===== config.mk =====
export PLATFORM = sky130hd
export DESIGN_NAME = memread_addr_gen
export DESIGN_NICKNAME = d
export VERILOG_FILES = /design/src/rtl/memread_addr_gen.sv
export SDC_FILE = /design/constraint.sdc
export NUM_CORES = 1
export LEC_CHECK = 0
export BUFFER_PORTS_ARGS = -buffer_cell sky130_fd_sc_hd__buf_2
export CAP_MARGIN = 20
export CELL_PAD_IN_SITES_DETAIL_PLACEMENT = 0
export CELL_PAD_IN_SITES_GLOBAL_PLACEMENT = 1
export CORE_MARGIN = 4
export CORE_UTILIZATION = 44
export CTS_CLUSTER_DIAMETER = 30
export DETAILED_ROUTE_END_ITERATION = 10
export GPL_TIMING_DRIVEN = 0
export PLACE_DENSITY_LB_ADDON = 0.1
export SYNTH_ARGS = -nofsm -noshare
export SYNTH_HDL_FRONTEND = slang
export SYNTH_SLANG_ARGS = --single-unit

===== constraint.sdc =====
create_clock -name clk -period 4.95 [get_ports clk]
set_clock_uncertainty 0.1 [all_clocks]
set_input_delay 0.2475 -clock clk [delete_from_list [all_inputs] [get_ports clk]]
set_output_delay 0.2475 -clock clk [all_outputs]
set_load 0.005 [all_outputs]

===== src/rtl/memread_addr_gen.sv =====
// Tile address generator: walks rows x cols, feeds an external pipelined multiplier
// with (row, cols), and assembles base + row*cols + col into a backpressured stream.
module memread_addr_gen #(
    parameter int ROW_W   = 16,
    parameter int COL_W   = 8,
    parameter int ADDR_W  = 24,
    parameter int MUL_LAT = 3
) (
    input  logic              clk,
    input  logic              reset,
    input  logic              start,
    input  logic [ROW_W-1:0]  cfg_rows,
    input  logic [COL_W-1:0]  cfg_cols,
    input  logic [ADDR_W-1:0] cfg_base,
    output logic              busy,
    output logic              done,
    output logic              mul_ce,
    output logic [ROW_W-1:0]  mul_din0,
    output logic [COL_W-1:0]  mul_din1,
    input  logic [ADDR_W-1:0] mul_dout,
    output logic              addr_valid,
    input  logic              addr_ready,
    output logic [ADDR_W-1:0] addr_data,
    output logic              addr_last,
    output logic [1:0]        dbg_state
);

    typedef enum logic [1:0] {S_IDLE, S_ISSUE, S_DRAIN, S_FIN} state_t;

    state_t                          state_q, state_d;
    logic [ROW_W-1:0]                row_q, row_d, rows_q, rows_d;
    logic [COL_W-1:0]                col_q, col_d, cols_q, cols_d;
    logic [ADDR_W-1:0]               base_q, base_d;
    logic                            empty_q, empty_d;
    logic [MUL_LAT-1:0]              sh_v_q, sh_v_d, sh_last_q, sh_last_d;
    logic [MUL_LAT-1:0][COL_W-1:0]   sh_col_q, sh_col_d;
    logic                            addr_valid_q, addr_valid_d, addr_last_q, addr_last_d;
    logic [ADDR_W-1:0]               addr_data_q, addr_data_d;
    logic                            issue, issue_last, col_wrap;

    // A beat transfers on any cycle with addr_valid && addr_ready; once addr_valid is
    // raised, addr_valid/addr_data/addr_last hold until that transfer. The whole
    // pipeline (counters, multiplier, shadow stages, output) moves together on mul_ce.
    assign mul_ce     = !addr_valid_q || addr_ready;
    assign busy       = (state_q == S_ISSUE) || (state_q == S_DRAIN);
    assign done       = (state_q == S_FIN);
    assign mul_din0   = row_q;
    assign mul_din1   = cols_q;
    assign addr_valid = addr_valid_q;
    assign addr_data  = addr_data_q;
    assign addr_last  = addr_last_q;
    assign dbg_state  = state_q;

    assign col_wrap   = (col_q == cols_q - COL_W'(1));
    assign issue_last = col_wrap && (row_q == rows_q - ROW_W'(1));

    always_comb begin
        state_d      = state_q;
        row_d        = row_q;
        col_d        = col_q;
        rows_d       = rows_q;
        cols_d       = cols_q;
        base_d       = base_q;
        empty_d      = empty_q;
        issue        = 1'b0;
        sh_v_d       = sh_v_q;
        sh_col_d     = sh_col_q;
        sh_last_d    = sh_last_q;
        addr_valid_d = addr_valid_q;
        addr_data_d  = addr_data_q;
        addr_last_d  = addr_last_q;

        case (state_q)
            S_IDLE: begin
                if (start) begin
                    rows_d  = cfg_rows;
                    cols_d  = cfg_cols;
                    base_d  = cfg_base;
                    row_d   = '0;
                    col_d   = '0;
                    empty_d = (cfg_rows == '0) || (cfg_cols == '0);
                    // An empty tile idles one cycle in DRAIN so busy is visibly asserted.
                    state_d = empty_d ? S_DRAIN : S_ISSUE;
                end
            end
            S_ISSUE: begin
                if (mul_ce) begin
                    issue = 1'b1;
                    if (col_wrap) begin
                        col_d = '0;
                        row_d = row_q + ROW_W'(1);
                    end else begin
                        col_d = col_q + COL_W'(1);
                    end
                    if (issue_last) begin
                        state_d = S_DRAIN;
                    end
                end
            end
            S_DRAIN: begin
                if (empty_q || (addr_valid_q && addr_ready && addr_last_q)) begin
                    state_d = S_FIN;
                end
            end
            default: state_d = S_IDLE;
        endcase

        if (mul_ce) begin
            for (int i = MUL_LAT - 1; i > 0; i--) begin
                sh_v_d[i]    = sh_v_q[i-1];
                sh_col_d[i]  = sh_col_q[i-1];
                sh_last_d[i] = sh_last_q[i-1];
            end
            sh_v_d[0]    = issue;
            sh_col_d[0]  = col_q;
            sh_last_d[0] = issue && issue_last;
            // Tail of the shadow pipe lines up with the product of the same operands.
            addr_valid_d = sh_v_q[MUL_LAT-1];
            addr_data_d  = base_q + mul_dout + ADDR_W'(sh_col_q[MUL_LAT-1]);
            addr_last_d  = sh_last_q[MUL_LAT-1];
        end
    end

    always_ff @(posedge clk or posedge reset) begin
        if (reset) begin
            state_q      <= S_IDLE;
            row_q        <= '0;
            col_q        <= '0;
            rows_q       <= '0;
            cols_q       <= '0;
            base_q       <= '0;
            empty_q      <= 1'b0;
            sh_v_q       <= '0;
            sh_col_q     <= '0;
            sh_last_q    <= '0;
            addr_valid_q <= 1'b0;
            addr_data_q  <= '0;
            addr_last_q  <= 1'b0;
        end else begin
            state_q      <= state_d;
            row_q        <= row_d;
            col_q        <= col_d;
            rows_q       <= rows_d;
            cols_q       <= cols_d;
            base_q       <= base_d;
            empty_q      <= empty_d;
            sh_v_q       <= sh_v_d;
            sh_col_q     <= sh_col_d;
            sh_last_q    <= sh_last_d;
            addr_valid_q <= addr_valid_d;
            addr_data_q  <= addr_data_d;
            addr_last_q  <= addr_last_d;
        end
    end

endmodule


; Word level (Yosys, flattened, before mapping)
; Index checks and enable logic that the tools add are counted.
[op_classes]
mux = 16
n_addsub = 6
n_eq_ne = 10
div_mod_pow = 0
bitwise = 0
mul = 0
magnitude_cmp = 0
n_reduce_logical = 17
n_shift = 0
[ops]
columns = operator, count
row1 = 16-bit 2-to-1 mux, 3
row2 = 16-bit case mux with 2 select lines, 1
row3 = 24-bit adder, 1
row4 = 24-bit by 8-bit adder with 24-bit output, 1
row5 = 8-bit 2-to-1 mux, 3
row6 = 16-bit by 1-bit adder with 16-bit output (second input constant), 1
row7 = 16-bit == test, 1
row8 = 16-bit logical NOT, 1
row9 = 8-bit case mux with 2 select lines, 1
row10 = 16-bit by 1-bit subtractor with 16-bit output (second input constant), 1
row11 = 2-bit 2-to-1 mux, 5
row12 = 8-bit by 1-bit adder with 8-bit output (second input constant), 1
row13 = 8-bit == test, 1
row14 = 8-bit logical NOT, 1
row15 = 2-bit != test (second input constant), 4
row16 = 4-bit AND reduction, 2
row17 = 8-bit by 1-bit subtractor with 8-bit output (second input constant), 1
row18 = 2-bit case mux with 3 select lines, 1
row19 = 2-bit == test (second input constant), 2
row20 = 1-bit logical AND, 4
row21 = 1-bit logical OR, 4
row22 = 3-bit AND reduction, 1
row23 = 2-bit by 1-bit == test with 1-bit output (second input constant), 1
row24 = 2-bit logical NOT, 1
row25 = other kinds (5), 6
[totals]
mem_count = 0
elab_cells = 64
register_bits = 131
rom_bits = 0
latch_bits = 0
out_inout_bits = 55
ramBits = 0

; Depth between registers and ports, before layout
; Gate-level depths: netlist (run 1).
[logic_depth]
word_depth = 6
mapped_depth = 14
mapped_depth_nobuf = 14

; Least setup slack after synthesis (run 1)
; Ideal clock, no wire load.
[synth_timing]
path_type = register -> register
from = reg base_q[1]
to = reg addr_data_q[21], in the netlist addr_data[21]
path_buffers = 0
setup_time_ns = 0.069
path_slack_ns = 1.732
required_ns = 4.781
synth_period_minus_slack_ns = 3.218
t_arrival_ns = 3.049
stages_incl_launch_ff = 13
cell_sequence = dfrtp_1 -> fa_1 -> ha_1 -> inv_1 -> fa_1 -> nor2b_1 -> o2111ai_1 -> a21oi_1 -> o311ai_0 -> a31oi_1 -> a21oi_1 -> a2111o_1 -> nand3_1
[synth_via]
elab_chain_cells = 2
[synth_rtl]
columns = item, line_no
row1 = "start, declared", 33  ; logic [ADDR_W-1:0] base_q, base_d;
row2 = "start signal, assigned", 145  ; base_q <= base_d;
row3 = 24-bit adder, 119  ; addr_data_d = base_q + mul_dout + ADDR_W'(sh_col_q[MUL_LAT-1]);
row4 = 24-bit by 8-bit adder with 24-bit output, 119
row5 = "end signal, assigned", 151  ; addr_data_q <= addr_data_d;
row6 = "end, declared", 38  ; logic [ADDR_W-1:0] addr_data_q, addr_data_d;
; Every way passes these cells.
; A chain may end at the register's enable or synchronous reset.

; Final worst setup path (run 1)
; Ends and elaborated chain as after synthesis.

==> flow_summary.toml, run 1 <==
[status]
status = "complete, no violations"

[worst_setup_path]
slowest_delay_ns = 0.58
cp.required_ns = 5.20
critical_path_class = "flip-flop to flip-flop"
cp_cell_sequence = "fa_1, ha_1, inv_1, fa_1, nor2b_1, o2111ai_1, a21oi_1, o311ai_0, a31oi_1, a21oi_1, a2111o_1, nand3_1"
endpoint_kind = "flip-flop"
worstRegToRegCells = 12
worstPathArrival_ns = 4.15
crit_slowest_cell = "a31oi_1"
cp-start-kind = "flip-flop"
crit_fanout = 5

[global_route]
grt_pass1_vias = 6355
antenna_found_initial = 0
grt_start_max_net_pins = 97
grt_usage = 0.197
grt-ovfl-total = 0
grt_pass1_wl_um = 31100

[detailed_routing]
drt_iter0_drc = 267
viasPerCell = 5.29
ant_nets = 0
drt-pass1-iter-count = 5
drc = 0
via_count = 6310
wl_um = 19000
wl_per_cell_um = 15.9

[floorplanning]
num_rows = 47
boundaryPins = 131
fp.coreArea_um2 = 16700
start_util = 0.451
fp.dieW_um = 139
dieArea_um2 = 19300
die_y_um = 139

[cts]
clock_path_buffers = 2
cts_sinks = 131
numCtsBuffers = 17
clkSlewWorstSetupHoldPaths_ns = 0.06
insertion_delay_ns = 0.42
htreeDepth = 4
root_buffer = "clkbuf_16"
post_cts_buffers = 0
cts_tree = "yes"

[finish]
final_nets = 1090
stdcell_count = 1192
seq_area_um2 = 3280
synthToLayoutAreaGrowth_pct = 27.1
antenna_cells = 0
drive_above_1_share = 0.230
nFillCells = 1511
multi_input_area_um2 = 4020

[sta]
rsz0062_at_grt = "false"
worst_slew_pin_slew_ns = 0.718
max_slew_margin = 0.517
slew_violations = 0
max_freq_ghz = 0.257
fin_crit_ns = 3.90
fin_crit_sh = 0.787
setup_viol = 0
hold_violations = 0

[synth]
avgSynthCellArea_um2 = 9.92
postSynthNetCount = 891
netlist-cell-type-count = 67
ys_seq_area_frac = 0.435
synth_flop_cell = "dfrtp_1"
ys_ff_latch = 131
yosys_warnings = 0
synth_edf_count = 0
syn-cell-area_um2 = 7540
async_reset_ff_frac = 1.00
syn_inst = 760

[power]
p_leak_uw = 0.00464
p_seq_frac = 0.311
pwr-share-clk = 0.219
p_sw_frac = 0.389
finalPower_uw = 5750
ir_worst_vdd_uv = 304
power.internal_uw = 3520
switching_power_uw = 2240
p_comb_frac = 0.470
power_density_nw_per_um2 = 601

[place]
placed_cells = 1111
gp_congestion = 0.840
io_buffers = 130
hpwl_um = 14200

[worst_hold_path]
whs_path_depth = 4
hold_class = "input pin to flip-flop"

[flow_run]
cap_violations = 0
cells in the mapped netlist (all sizes together) (13+ instances only):
| master | number | area share |
|---|---|---|
| o21ai | 40 | 0.027 |
| dfrtp | 131 | 0.43 |
| ha | 46 | 0.076 |
| a21oi | 34 | 0.023 |
| nor4 | 13 | 0.011 |
| xnor2 | 28 | 0.033 |
| mux2 | 49 | 0.074 |
| inv | 30 | 0.015 |
| clkbuf | 21 | 0.010 |
| xor2 | 29 | 0.034 |
| nand2 | 122 | 0.061 |
| nor2 | 35 | 0.018 |
| nand3 | 22 | 0.015 |
metal layers:
layer  vias to the layer above  share of wire  track usage
met4                         0          0.020       0.0695
met3                        29          0.043       0.0376
met5                         -              0            0
met1                      3021           0.48        0.272
li1                       3096              -            -
met2                       164           0.46        0.310
cells by family after synthesis:
group	Yosys count	share of synthesized area
mux	55	0.0817
flops	131	0.435
simple gates	263	0.169
compound gates	138	0.116
buf+inv	61	0.0320
fa+ha+maj	55	0.100
xor+xnor	57	0.0662
worst max-delay path, delay by kind of cell, from the launching register on:
kind                       cells  cell delay, ns
AOI/OAI and AO/OA              6            1.94
adders and majority gates      3            1.09
buffers and inverters          1            0.06
DFF                            1            0.39
and+or+nand+nor                2            0.26
through the flow:
step | setup TNS (ns) | utilization | hold WS (ns) | worst slack, ns | instance area [um^2]
finish | 0 | 0.573 | 0.177 | 1.05 | 9580
floorplan | 0 | - | 0.298 | 1.10 | 7540
CTS | 0 | 0.573 | 0.164 | 1.12 | 9580
detailed placement | 0 | 0.509 | 0.161 | 1.18 | 8490
global route | 0 | 0.573 | 0.206 | 0.902 | 9580
global placement | -44.69 | 0.507 | 0.343 | -0.355 | 8460
registers in the layout, indices dropped and copies added, names as in the netlist:
register / cells
empty_q: 1
addr_data: 24
addr_valid: 1
mul_din0: 16
sh_last_q: 3
rows_q: 16
col_q: 8
sh_v_q: 3
addr_last: 1
base_q: 24
sh_col_q: 24
mul_din1: 8
dbg_state: 2
area by class of cell:
class | count | share of cell area
multi-input combinational | 568 | 0.419
sequential | 131 | 0.342
timing repair buffer | 180 | 0.122
clock buffer | 23 | 0.0510
tap | 220 | 0.0287
buffer | 31 | 0.0135
inverter | 30 | 0.0123
clock inverter | 9 | 0.0107
power by group through the flow:
stage | Clock (uW) | Combinational, uW | Sequential [uW]
detailed placement | 0 | 2680 | 1810
finish | 1260 | 2710 | 1790
floorplan | 0 | 1960 | 1740
global placement | 0 | 2580 | 1790
global route | 1320 | 3040 | 1850
CTS | 1280 | 2730 | 1790
final timing paths:
check	slack, ns	endpoint	startpoint
max	1.05	addr_data[21]	base_q[1]
min	0.18	addr_data[0]	mul_dout[0]
max reg2reg	1.05	addr_data[21]	base_q[1]
min reg2reg	0.36	sh_v_q[2]	sh_v_q[2]
max in group asynchronous	3.68	sh_col_q[17]	reset
min in group asynchronous	0.27	base_q[18]	reset
cells in the final DEF (no fill, tap or decap), types with 4 or more instances in the layout:
cell           count
clkbuf_1          23
o2111ai_1          4
nand3_1           22
nor3_1             8
dfrtp_1          131
xor2_1            29
and2_1             4
a31oi_1            9
a21o_1            11
nor2b_1            5
buf_2            134
clkinv_2           4
nand2_1          122
a211oi_1           6
o21ai_0           38
xnor2_1           28
mux2_2            48
fa_1               9
nand2b_1           4
ha_1              46
mux2i_1            6
clkbuf_8           4
o21bai_1           7
nand4_1           11
inv_1             28
buf_1              5
nor4_1            13
clkbuf_16         17
nor2_1            34
and3_1            10
or3_1              9
a21oi_1           34
dlygate4sd3_1     49
what timing repair did:
item	4_1_cts	5_1_grt
endpoints found under the hold margin	83	0
resized for setup	0	0
hold buffers	49	0
Power figures use the tool's default switching activity.
==> run 2, diff against run 1 <==
- clock period: 4.95 -> 3.7 ns (I/O delays scaled with it)
==> flow_summary.toml, run 2 (synthesis gave the netlist of run 1 again) <==
[global_route]
grt_pass1_vias = 6430
grt-ovfl-total = 0
grt_usage = 0.204
grt_start_max_net_pins = 42
antenna_found_initial = 0
grt_pass1_wl_um = 32300

[finish]
antenna_cells = 0
final_nets = 1094
stdcell_count = 1194
drive_above_1_share = 0.238
final_cell_mix = "buf_2, dfrtp_1, nand2_1"
final_common_cell = "buf_2"
synthToLayoutAreaGrowth_pct = 28.3

[detailed_routing]
via_count = 6311
route.met3.wl_um = 891
ant_nets = 0
wl_per_cell_um = 16.0
wl_met2_um = 8870
drc = 0
viasPerCell = 5.29
met1Wirelength_um = 9020
wl_um = 19100
routed.top_layer = "met4"
drt_iter0_drc = 412
drt-pass1-iter-count = 5

[floorplanning]
num_rows = 47
dieArea_um2 = 19300
fp.coreArea_um2 = 16700
fp.dieW_um = 139
start_util = 0.451
boundaryPins = 131
die_y_um = 139

[worst_setup_path]
cp.required_ns = 3.89
cp-start-kind = "flip-flop"
worstPathArrival_ns = 3.77
endpoint_kind = "flip-flop"
crit_start = "base_q[1]"
rr_startpoint = "base_q[1]"
critical_path_class = "flip-flop to flip-flop"
crit_fanout = 4

[cts]
htreeDepth = 4
numCtsBuffers = 17
cts_sinks = 131
clkSlewWorstSetupHoldPaths_ns = 0.05
clock_path_buffers = 2
cts_tree = "yes"
insertion_delay_ns = 0.41
root_buffer = "clkbuf_16"

[place]
gp_congestion = 0.842
io_buffers = 130
placed_cells = 1113
hpwl_um = 14300

[sta]
hold_violations = 0
setup_viol = 0
worst_slew_pin_slew_ns = 0.693
slew_violations = 0
max_freq_ghz = 0.280
fin_crit_sh = 0.966
max_slew_margin = 0.538
fin_crit_ns = 3.57

[status]
status = "complete, no violations"

[worst_hold_path]
hp-start = "mul_dout[0]"
hold_class = "input pin to flip-flop"

[power]
power_density_nw_per_um2 = 807
ir_worst_vdd_uv = 378
p_leak_uw = 0.00468
finalPower_uw = 7810

[flow_run]
cap_violations = 0
==> run 2: cell count changes in the layout (fill, tap and decap cells not counted), sizes merged <==
cell | previous run | this run
buf | 141 | 145
clkbuf | 44 | 48
clkinv | 4 | 1
clkinvlp | 3 | 1
inv | 30 | 29
==> run 2: worst paths after layout <==
path	to	slack [ns]	depth (start not counted)
worst min-delay path	addr_data[0]	0.1	4
max in group asynchronous	base_q[1]	2.33	5
worst min register to register	addr_valid	0.36	1
min in group asynchronous	base_q[20]	0.29	3
worst max-delay path	addr_data[23]	0.13	13
worst max register to register	addr_data[23]	0.13	13
==> run 2: area by class of cell <==
type,instances,area [um^2]
fillers,1486,7030
multi-input cells,568,4050
flip-flops and latches,131,3280
repair buffers,184,1220
clock buffers,27,543
well taps,220,275
plain buffers,31,129
inverters,30,116
clock inverters,3,65.1
==> run 2: stage by stage <==
step / area [um^2] / util / hold slack [ns] / TNS, ns / setup WS (ns)
floorplan: 7540 / - / 0.236 / 0 / 0.482
global placement: 8470 / 0.507 / 0.317 / -0.0767 / -0.0767
detailed placement: 8530 / 0.510 / 0.200 / -0.155 / -0.146
CTS: 9630 / 0.577 / 0.0868 / 0 / 0.0342
global route: 9670 / 0.579 / 0.125 / -0.00595 / -0.00595
finish: 9670 / 0.579 / 0.0994 / 0 / 0.126
==> run 2: timing repair <==
| action | in CTS | in global routing |
|---|---|---|
| buffers inserted | 0 | 2 |
| endpoints found under the hold margin | 72 | 0 |
| hold buffers | 49 | 0 |
| setup endpoints to repair | 2 | 4 |
| pin swaps | 1 | 2 |
| resized for setup | 1 | 5 |
==> run 2: worst max-delay path, stage by stage (launching register included) <==
cell and delay, ns:
dfrtp_1 0.39, fa_1 0.52, ha_1 0.21, inv_1 0.07, fa_1 0.40, nor2b_2 0.19, o2111ai_2 0.17, a21oi_2 0.19
o311ai_0 0.19, a31oi_2 0.42, buf_4 0.19, a41oi_1 0.13, mux2i_1 0.19, nand3_1 0.09
==> run 2: metal layers <==
layer / vias to the layer above / GRT usage
met5: - / 0
met4: 0 / 0.0675
met3: 23 / 0.0362
met2: 177 / 0.322
met1: 3016 / 0.286
li1: 3095 / -
==> run 2: power breakdown <==
group,internal (uW),switching (uW)
registers,1960,446
clock network,1130,604
logic,1720,1950
total,4810,3000
==> run 3, diff against run 2 <==
- clock period: 3.7 -> 3.8 ns (I/O delays scaled with it)
==> flow_summary.toml, run 3 (synthesis gave the netlist of run 1 again) <==
[place]
dpl_cell_area_um2 = 8490
hpwl_um = 14200
io_buffers = 130
gp_congestion = 0.840

[detailed_routing]
viasPerCell = 5.30
drt-pass1-iter-count = 5
drc = 0
wl_per_cell_um = 15.9
via_count = 6323
ant_nets = 0
drt_iter0_drc = 253
wl_um = 19000

[sta]
setup_viol = 0
fin_crit_ns = 3.57
rsz0062_at_grt = "false"
slew_violations = 0
fin_crit_sh = 0.939
hold_violations = 0
worst_slew_pin_slew_ns = 0.696
fin_hold_ws_ns = 0.123
max_freq_ghz = 0.280
max_slew_margin = 0.532

[finish]
nFillCells = 1510
drive_above_1_share = 0.233
fin_area_um2 = 9600
final_nets = 1092
synthToLayoutAreaGrowth_pct = 27.3
antenna_cells = 0
final_common_cell = "buf_2"
final_cell_mix = "buf_2, dfrtp_1, nand2_1"

[worst_setup_path]
endpoint_kind = "flip-flop"
cp-start-kind = "flip-flop"
slowest_delay_ns = 0.52
crit_slowest_cell = "a41oi_1"
critical_path_class = "flip-flop to flip-flop"
r2r_slack_ns = 0.23
crit_fanout = 5
cp_cell_sequence = "fa_1, ha_1, a211oi_1, o21bai_1, o2111ai_1, a31oi_1, a41oi_1, o21ai_0, xnor2_1, a21oi_1"
cp.required_ns = 3.98
worstPathArrival_ns = 3.75

[cts]
clkSlewWorstSetupHoldPaths_ns = 0.06
numCtsBuffers = 17
insertion_delay_ns = 0.41
htreeDepth = 4
cts_sinks = 131
clock_path_buffers = 2
root_buffer = "clkbuf_16"
cts_tree = "yes"

[floorplanning]
die_y_um = 139
boundaryPins = 131
fp.dieW_um = 139
num_rows = 47
start_util = 0.451
dieArea_um2 = 19300
fp.coreArea_um2 = 16700

[power]
p_leak_uw = 0.00465
power_density_nw_per_um2 = 784
ir_worst_vdd_uv = 393

[global_route]
grt_pass1_wl_um = 31100
antenna_found_initial = 0
grt_start_max_net_pins = 97
grt_usage = 0.197
grt_pass1_vias = 6358
grt-ovfl-total = 0

[status]
status = "complete, no violations"

[worst_hold_path]
hold_class = "input pin to flip-flop"

[flow_run]
cap_violations = 0
run 3: cell count changes in the layout (fill, tap and decap cells not counted), sizes merged:
cell      previous run  this run
clkinvlp             1         3
clkbuf              48        44
buf                145       143
inv                 29        30
clkinv               1         4
run 3: cell type report:
| cell class | count | area [um^2] | area share |
|---|---|---|---|
| buffer | 31 | 129 | 0.0134 |
| clock buffer | 23 | 488 | 0.0508 |
| clock inverter | 9 | 103 | 0.0107 |
| inverter | 30 | 118 | 0.0123 |
| multi-input combinational | 568 | 4020 | 0.419 |
| sequential | 131 | 3280 | 0.342 |
| tap | 220 | 275 | 0.0287 |
| timing repair buffer | 182 | 1180 | 0.123 |
run 3: final timing paths:
check	startpoint	endpoint	cells after the start
worst max-delay path	base_q[2]	addr_data[20]	10
worst min-delay path	mul_dout[0]	addr_data[0]	4
worst max register to register	base_q[2]	addr_data[20]	10
worst min register to register	sh_v_q[2]	sh_v_q[2]	2
max in group asynchronous	reset	sh_col_q[19]	4
min in group asynchronous	reset	base_q[18]	3
run 3: report_power, final:
part	switching (uW)	leakage (uW)	internal, uW	total (uW)
Combinational	1890	0.00271	1660	3550
Sequential	426	0.00165	1910	2330
Clock	605	0.000285	1030	1640
run 3: timing repair:
item                       CTS  global route
hold buffers                49             0
resized for setup            1             0
hold endpoints to repair    83             0
setup endpoints to repair    1             1
pin swaps                    0             1
buffers inserted             0             2
run 3: routing by layer:
metal / up-vias / track usage / share of wire
met5: - / 0 / 0
met4: 0 / 0.0695 / 0.020
met3: 30 / 0.0376 / 0.044
met2: 170 / 0.310 / 0.46
met1: 3025 / 0.273 / 0.48
li1: 3098 / - / -
run 3: worst max-delay path, delay by kind of cell (launching register included):
family	cells	cell delay, ns
adder cells (fa/ha/maj)	2	0.82
XOR/XNOR	1	0.27
flip-flops	1	0.40
AO/OA/AOI/OAI	7	1.85
run 3: per-stage QoR:
stage	util	worst slack, ns	total power [uW]	setup TNS [ns]	std cells
2_1_floorplan	-	0.0123	4810	0	760
4_1_cts	0.574	0.115	7560	0	1192
3_5_place_dp	0.509	0.0317	5850	0	1111
6_report	0.575	0.232	7520	0	1194
5_1_grt	0.575	0.0170	8120	0	1194
3_3_place_gp	0.507	-1.45	5700	-187.81	1110
